[src/rtl/lsu_pkg.sv]
// Shared definitions for the load/store unit: funct3 access codes,
// FSM state encoding and byte-enable patterns.
package lsu_pkg;

    localparam logic [2:0] F3_B  = 3'b000;
    localparam logic [2:0] F3_H  = 3'b001;
    localparam logic [2:0] F3_W  = 3'b010;
    localparam logic [2:0] F3_BU = 3'b100;
    localparam logic [2:0] F3_HU = 3'b101;

    localparam logic [3:0] BE_NONE = 4'b0000;
    localparam logic [3:0] BE_B0   = 4'b0001;
    localparam logic [3:0] BE_LO   = 4'b0011;
    localparam logic [3:0] BE_HI   = 4'b1100;
    localparam logic [3:0] BE_W    = 4'b1111;

    typedef enum logic [1:0] {
        IDLE = 2'd0,
        REQ  = 2'd1,
        DONE = 2'd2
    } lsu_state_e;

endpackage

[src/rtl/lsu_align.sv]
// Byte-lane steering, access legality and load extension for the LSU.
// Purely combinational; no state, no flow control.
module lsu_align
    import lsu_pkg::*;
(
    input  logic [2:0]  funct3,
    input  logic        mem_read,
    input  logic        mem_write,
    input  logic [1:0]  addr_lo,
    input  logic [31:0] wdata,
    output logic [3:0]  be,
    output logic [31:0] wdata_st,
    output logic        bad,
    input  logic [2:0]  ld_funct3,
    input  logic [1:0]  ld_addr_lo,
    input  logic [31:0] rdata_word,
    output logic [31:0] rdata_ext
);

    logic       ld_ok;
    logic       st_ok;
    logic       mis;
    logic [7:0] byte_sel;
    logic [15:0] half_sel;

    always_comb begin
        be       = BE_NONE;
        wdata_st = wdata;
        case (funct3[1:0])
            2'b00: begin
                be       = BE_B0 << addr_lo;
                wdata_st = {4{wdata[7:0]}};
            end
            2'b01: begin
                be       = addr_lo[1] ? BE_HI : BE_LO;
                wdata_st = {2{wdata[15:0]}};
            end
            2'b10:   be = BE_W;
            default: be = BE_NONE;
        endcase
    end

    always_comb begin
        ld_ok = (funct3 == F3_B) || (funct3 == F3_H) || (funct3 == F3_W) ||
                (funct3 == F3_BU) || (funct3 == F3_HU);
        st_ok = (funct3 == F3_B) || (funct3 == F3_H) || (funct3 == F3_W);
        mis   = ((funct3[1:0] == 2'b01) && addr_lo[0]) ||
                ((funct3[1:0] == 2'b10) && (addr_lo != 2'b00));
        bad   = (mem_read && mem_write) || (mem_read && !ld_ok) ||
                (mem_write && !st_ok) || mis;
    end

    always_comb begin
        byte_sel  = rdata_word[{ld_addr_lo, 3'b000} +: 8];
        half_sel  = ld_addr_lo[1] ? rdata_word[31:16] : rdata_word[15:0];
        rdata_ext = '0;
        case (ld_funct3)
            F3_B:    rdata_ext = {{24{byte_sel[7]}}, byte_sel};
            F3_BU:   rdata_ext = {24'b0, byte_sel};
            F3_H:    rdata_ext = {{16{half_sel[15]}}, half_sel};
            F3_HU:   rdata_ext = {16'b0, half_sel};
            F3_W:    rdata_ext = rdata_word;
            default: rdata_ext = '0;
        endcase
    end

endmodule

[src/rtl/lsu.sv]
// Load/store unit: one req/ack data-memory transaction per load/store, min 3 cycles.
// Backpressure: stall holds the core from issue until the DONE cycle; ack timeout bounds it.
module lsu
    import lsu_pkg::*;
#(
    parameter int WIDTH   = 32,
    parameter int TO_BITS = 8
) (
    input  logic             clk,
    input  logic             rstn,
    input  logic             mem_read,
    input  logic             mem_write,
    input  logic [2:0]       funct3,
    input  logic [WIDTH-1:0] addr,
    input  logic [WIDTH-1:0] wdata,
    output logic             stall,
    output logic [WIDTH-1:0] rdata,
    output logic             ld_valid,
    output logic             misaligned,
    output logic             bus_err,
    output logic             dmem_req,
    output logic             dmem_we,
    output logic [3:0]       dmem_be,
    output logic [WIDTH-1:0] dmem_addr,
    output logic [WIDTH-1:0] dmem_wdata,
    input  logic             dmem_ack,
    input  logic             dmem_err,
    input  logic [WIDTH-1:0] dmem_rdata
);

    lsu_state_e         state_q, state_d;
    logic               req_q, req_d;
    logic               we_q, we_d;
    logic [3:0]         be_q, be_d;
    logic [WIDTH-1:0]   addr_q, addr_d;
    logic [WIDTH-1:0]   wdata_q, wdata_d;
    logic [WIDTH-1:0]   rdata_q, rdata_d;
    logic               ld_valid_q, ld_valid_d;
    logic               misaligned_q, misaligned_d;
    logic               bus_err_q, bus_err_d;
    logic [TO_BITS-1:0] cnt_q, cnt_d;
    logic               is_load_q, is_load_d;
    logic [2:0]         ld_f3_q, ld_f3_d;
    logic [1:0]         ld_lo_q, ld_lo_d;

    logic               access;
    logic               bad;
    logic               stall_c;
    logic [3:0]         st_be;
    logic [31:0]        st_wdata;
    logic [31:0]        ld_ext;

    assign access = mem_read | mem_write;

    // Store side sees the live instruction; load side sees what was captured at issue.
    lsu_align u_align (
        .funct3     (funct3),
        .mem_read   (mem_read),
        .mem_write  (mem_write),
        .addr_lo    (addr[1:0]),
        .wdata      (wdata),
        .be         (st_be),
        .wdata_st   (st_wdata),
        .bad        (bad),
        .ld_funct3  (ld_f3_q),
        .ld_addr_lo (ld_lo_q),
        .rdata_word (dmem_rdata),
        .rdata_ext  (ld_ext)
    );

    always_ff @(posedge clk) begin
        if (!rstn) begin
            state_q      <= IDLE;
            req_q        <= 1'b0;
            we_q         <= 1'b0;
            be_q         <= '0;
            addr_q       <= '0;
            wdata_q      <= '0;
            rdata_q      <= '0;
            ld_valid_q   <= 1'b0;
            misaligned_q <= 1'b0;
            bus_err_q    <= 1'b0;
            cnt_q        <= '0;
            is_load_q    <= 1'b0;
            ld_f3_q      <= '0;
            ld_lo_q      <= '0;
        end else begin
            state_q      <= state_d;
            req_q        <= req_d;
            we_q         <= we_d;
            be_q         <= be_d;
            addr_q       <= addr_d;
            wdata_q      <= wdata_d;
            rdata_q      <= rdata_d;
            ld_valid_q   <= ld_valid_d;
            misaligned_q <= misaligned_d;
            bus_err_q    <= bus_err_d;
            cnt_q        <= cnt_d;
            is_load_q    <= is_load_d;
            ld_f3_q      <= ld_f3_d;
            ld_lo_q      <= ld_lo_d;
        end
    end

    always_comb begin
        state_d      = state_q;
        req_d        = req_q;
        we_d         = we_q;
        be_d         = be_q;
        addr_d       = addr_q;
        wdata_d      = wdata_q;
        rdata_d      = rdata_q;
        ld_valid_d   = 1'b0;
        misaligned_d = 1'b0;
        bus_err_d    = 1'b0;
        cnt_d        = cnt_q;
        is_load_d    = is_load_q;
        ld_f3_d      = ld_f3_q;
        ld_lo_d      = ld_lo_q;
        stall_c      = 1'b0;

        case (state_q)
            IDLE: begin
                if (access && bad) begin
                    misaligned_d = 1'b1;
                    rdata_d      = '0;
                end else if (access) begin
                    stall_c   = 1'b1;
                    req_d     = 1'b1;
                    we_d      = mem_write;
                    be_d      = st_be;
                    addr_d    = {addr[WIDTH-1:2], 2'b00};
                    wdata_d   = st_wdata;
                    cnt_d     = '0;
                    is_load_d = mem_read;
                    ld_f3_d   = funct3;
                    ld_lo_d   = addr[1:0];
                    state_d   = REQ;
                end
            end
            REQ: begin
                stall_c = 1'b1;
                // An ack in the saturation cycle still completes normally.
                if (dmem_ack) begin
                    req_d   = 1'b0;
                    state_d = DONE;
                    if (dmem_err) begin
                        bus_err_d = 1'b1;
                        rdata_d   = '0;
                    end else if (is_load_q) begin
                        rdata_d    = ld_ext;
                        ld_valid_d = 1'b1;
                    end
                end else if (cnt_q == {TO_BITS{1'b1}}) begin
                    req_d     = 1'b0;
                    bus_err_d = 1'b1;
                    rdata_d   = '0;
                    state_d   = DONE;
                end else begin
                    cnt_d = cnt_q + TO_BITS'(1);
                end
            end
            DONE:    state_d = IDLE;
            default: state_d = IDLE;
        endcase
    end

    assign stall      = rstn & stall_c;
    assign rdata      = rdata_q;
    assign ld_valid   = ld_valid_q;
    assign misaligned = misaligned_q;
    assign bus_err    = bus_err_q;
    assign dmem_req   = req_q;
    assign dmem_we    = we_q;
    assign dmem_be    = be_q;
    assign dmem_addr  = addr_q;
    assign dmem_wdata = wdata_q;

endmodule

[config.mk]
export PLATFORM = sky130hd
export DESIGN_NAME = lsu
export DESIGN_NICKNAME = d
export VERILOG_FILES = /design/src/rtl/lsu_pkg.sv /design/src/rtl/lsu_align.sv /design/src/rtl/lsu.sv
export SDC_FILE = /design/constraint.sdc
export NUM_CORES = 1
export LEC_CHECK = 0
export CORE_ASPECT_RATIO = 1.2
export CORE_MARGIN = 4
export CORE_UTILIZATION = 49
export CTS_CLUSTER_SIZE = 10
export DETAILED_ROUTE_END_ITERATION = 7
export PLACE_DENSITY = 0.85
export SYNTH_ARGS = -nofsm -noshare
export SYNTH_HDL_FRONTEND = slang
export SYNTH_HIERARCHICAL = 1
export SYNTH_SLANG_ARGS = --single-unit
[constraint.sdc]
create_clock -name clk -period 4.09 [get_ports clk]
set_input_delay 1.0225 -clock clk [delete_from_list [all_inputs] [get_ports clk]]
set_output_delay 1.0225 -clock clk [all_outputs]
set_load 0.02 [all_outputs]
==> impl_metrics.toml <==
[finish]
final_common_cell = "nand2_1"
syn_to_final_growth_pct = 43.8
nets = 997
fin_util_pct = 72.4
fin_cells = 1061
mostFrequentLayoutCells = "nand2_1, clkdlybuf4s50_1, dfxtp_1, a21oi_1, mux2i_1"
num_antenna_cells = 0
fillers = 894
drive_gt1_share_pct = 11.1

[critical_path]
startpoint = "funct3[1]"
criticalPathCategory = "primary input to output pin"
ff2ff_setup_slack_ps = 1780
worst_r2r_path_depth = 5
cp-end-kind = "output pin"
cp-start-kind = "primary input"
reg2reg_from = "ld_f3_q[1]"
crit_fanout = 4
cp.arrival_ps = 2780
reg2reg_to = "rdata[3]"
required_ps = 3070
cp-endpoint = "stall"

[synth]
syn_avg_cell_area_sq_um = 8.28
async_reset_ff_share_pct = 0
netlist_instances = 710
yosysSeqAreaShare_pct = 40.5
ys.warnings.count = 6
synthFlopType = "dfxtp_1"
synthTopCellsByArea = "dfxtp_1, nand2_1, mux2i_1, a21oi_1, mux2_2"
synth_top_area_share_pct = 40.5
synth_top_area_cell = "dfxtp_1"
synth_cell_types = 60
synth_seq_cells = 119
synth_edf_count = 0
syn_area_sq_mm = 0.00588

[global_route]
grt_antenna_before_repair = 0
grt_max_degree = 78
grtUsageTotal_pct = 26.6
grt.overflow.total = 0
grt_pass1_vias = 5693
grt_pass1_wl_mm = 29.0

[place]
hpwl_mm = 12.7
placed_cells = 1029
portBuffers = 208
gp_congestion = 0.887
post-place-ws_ps = -203

[clocking]
numCtsBuffers = 17
post-cts-setup-buffer-count = 0
clockBufferDepth = 2
cts-root-buf = "clkbuf_16"
cts.hold.buffers_added = 0
clock_latency_ps = 410
cts.clk_slew.worst_paths_ps = 50
cts.sinks = 119
htreeDepth = 4
cts_tree = "yes"

[floorplanning]
core_sq_mm = 0.0117
die-height_um = 128
io-pin-count = 211
dieArea_sq_mm = 0.0138
fp-row-count = 43
start_util_pct = 50.3
die_w_um = 108

[timing]
tightest_slew_ps = 1090
fmax_ghz = 0.263
period_needed_ps = 3810
holdWs_ps = 452
post-route-period-util_pct = 93.0
drv_slew = 0
max_slew_margin_pct = 27.0
hold_viol_final = 0
setup_slack_ps = 285
rsz0062_at_grt = "no"
finalSetupTns_ps = 0
skew_ps = 8.39
setup_violations = 0

[status]
status = "completed"

[drt]
first_pass_iters = 5
wl_mm = 18.3
vias = 5765
first_iter_violations = 335
post_drt_wl_per_cell_um = 17.2
drc = 0
via_per_inst = 5.43
ant_nets = 0

[power]
power_density_mw_per_mm2 = 400
p_leak_nw = 3.08
ir_drop_mv = 0.279

[worst_hold_path]
min_path_type = "flop to flop"

[run]
drv_cap = 0
through the flow:
step           area [sq um]  power (mW)
3_3_place_gp           7860        1.89
3_5_place_dp           7860        1.89
6_report               8460        3.38
5_1_grt                8460        3.50
2_1_floorplan          5880        1.65
4_1_cts                8460        3.39
repair_timing:
item | CTS | global route
resized for setup | 1 | 4
endpoints found under the hold margin | 0 | 0
endpoints found under the setup margin | 1 | 1
pin swaps | 0 | 0
logic make-up (layout without fill, tap and decap cells):
logic type	count (synthesis)	in the layout	synth area share, %
other	1	2	0.0638
flip-flops	119	119	40.5
multiplexers	68	68	12.0
AO/OA/AOI/OAI	152	152	17.7
buffers and inverters	71	264	8.34
adder cells (fa/ha/maj)	1	1	0.213
AND/OR/NAND/NOR	298	298	21.1
layout make-up:
type	count	area, sq um	area share [%]
tap	157	196	2.32
sequential	119	2380	28.2
clock inverter	13	145	1.72
multi-input combinational	521	3020	35.7
inverter	4	15.0	0.178
clock buffer	19	453	5.36
timing repair buffer	228	2240	26.5
sequential cells by signal (all words and copies together) (netlist names), 2 cells and up:
| name | flops |
|---|---|
| dmem_addr | 30 |
| ld_lo_q | 2 |
| cnt_q | 8 |
| rdata | 32 |
| ld_f3_q | 3 |
| state_q | 2 |
| dmem_be | 4 |
| dmem_wdata | 32 |
routing by layer:
| layer | part of all wire (%) | track usage [%] |
|---|---|---|
| met1 | 38 | 29.9 |
| met2 | 49 | 44.1 |
| met3 | 11 | 11.7 |
| met4 | 2.4 | 10.3 |
| met5 | 0 | 0 |
synth_stat cells (4+ instances only):
master    number
o211ai_1       7
a21oi_1       84
dfxtp_1      119
o21a_1         5
o221ai_2       4
a221o_1        7
nand2_1      229
mux2_2        18
nand2b_1       4
o221ai_1       5
buf_6          7
a31oi_1        4
mux2i_1       49
o211ai_2      10
clkbuf_1      22
nand3_1       22
buf_4         11
nor2_1        16
o21ai_0       13
buf_2         16
nor3_1         5
clkbuf_8       5
worst min-delay path by stage:
stage | from | cells past startpoint | endpoint | slack (ps)
after floorplan | cnt_q[7] | 1 | cnt_q[7] | 430
after global placement | dmem_addr[19] | 2 | dmem_addr[19] | 440
after detailed placement | dmem_addr[14] | 2 | dmem_addr[14] | 450
after CTS | dmem_addr[14] | 2 | dmem_addr[14] | 450
after global routing | dmem_wdata[30] | 2 | dmem_wdata[30] | 470
final | dmem_addr[25] | 2 | dmem_addr[25] | 450
critical path, stage by stage:
cell and delay (ps):
clkdlybuf4s50_1 530, buf_4 160, a21oi_1 40, o31ai_1 430
nor3_1 120, o21a_2 150, nor2_1 110, nor3_1 60
clkbuf_2 160
power by group:
| part | internal (mW) | leakage [nW] | switching [mW] | total (mW) |
|---|---|---|---|---|
| registers | 1.21 | 0.966 | 0.0347 | 1.24 |
| logic | 0.304 | 1.83 | 0.330 | 0.633 |
| clock network | 0.936 | 0.287 | 0.567 | 1.50 |
(Power assumes the default switching activity.)
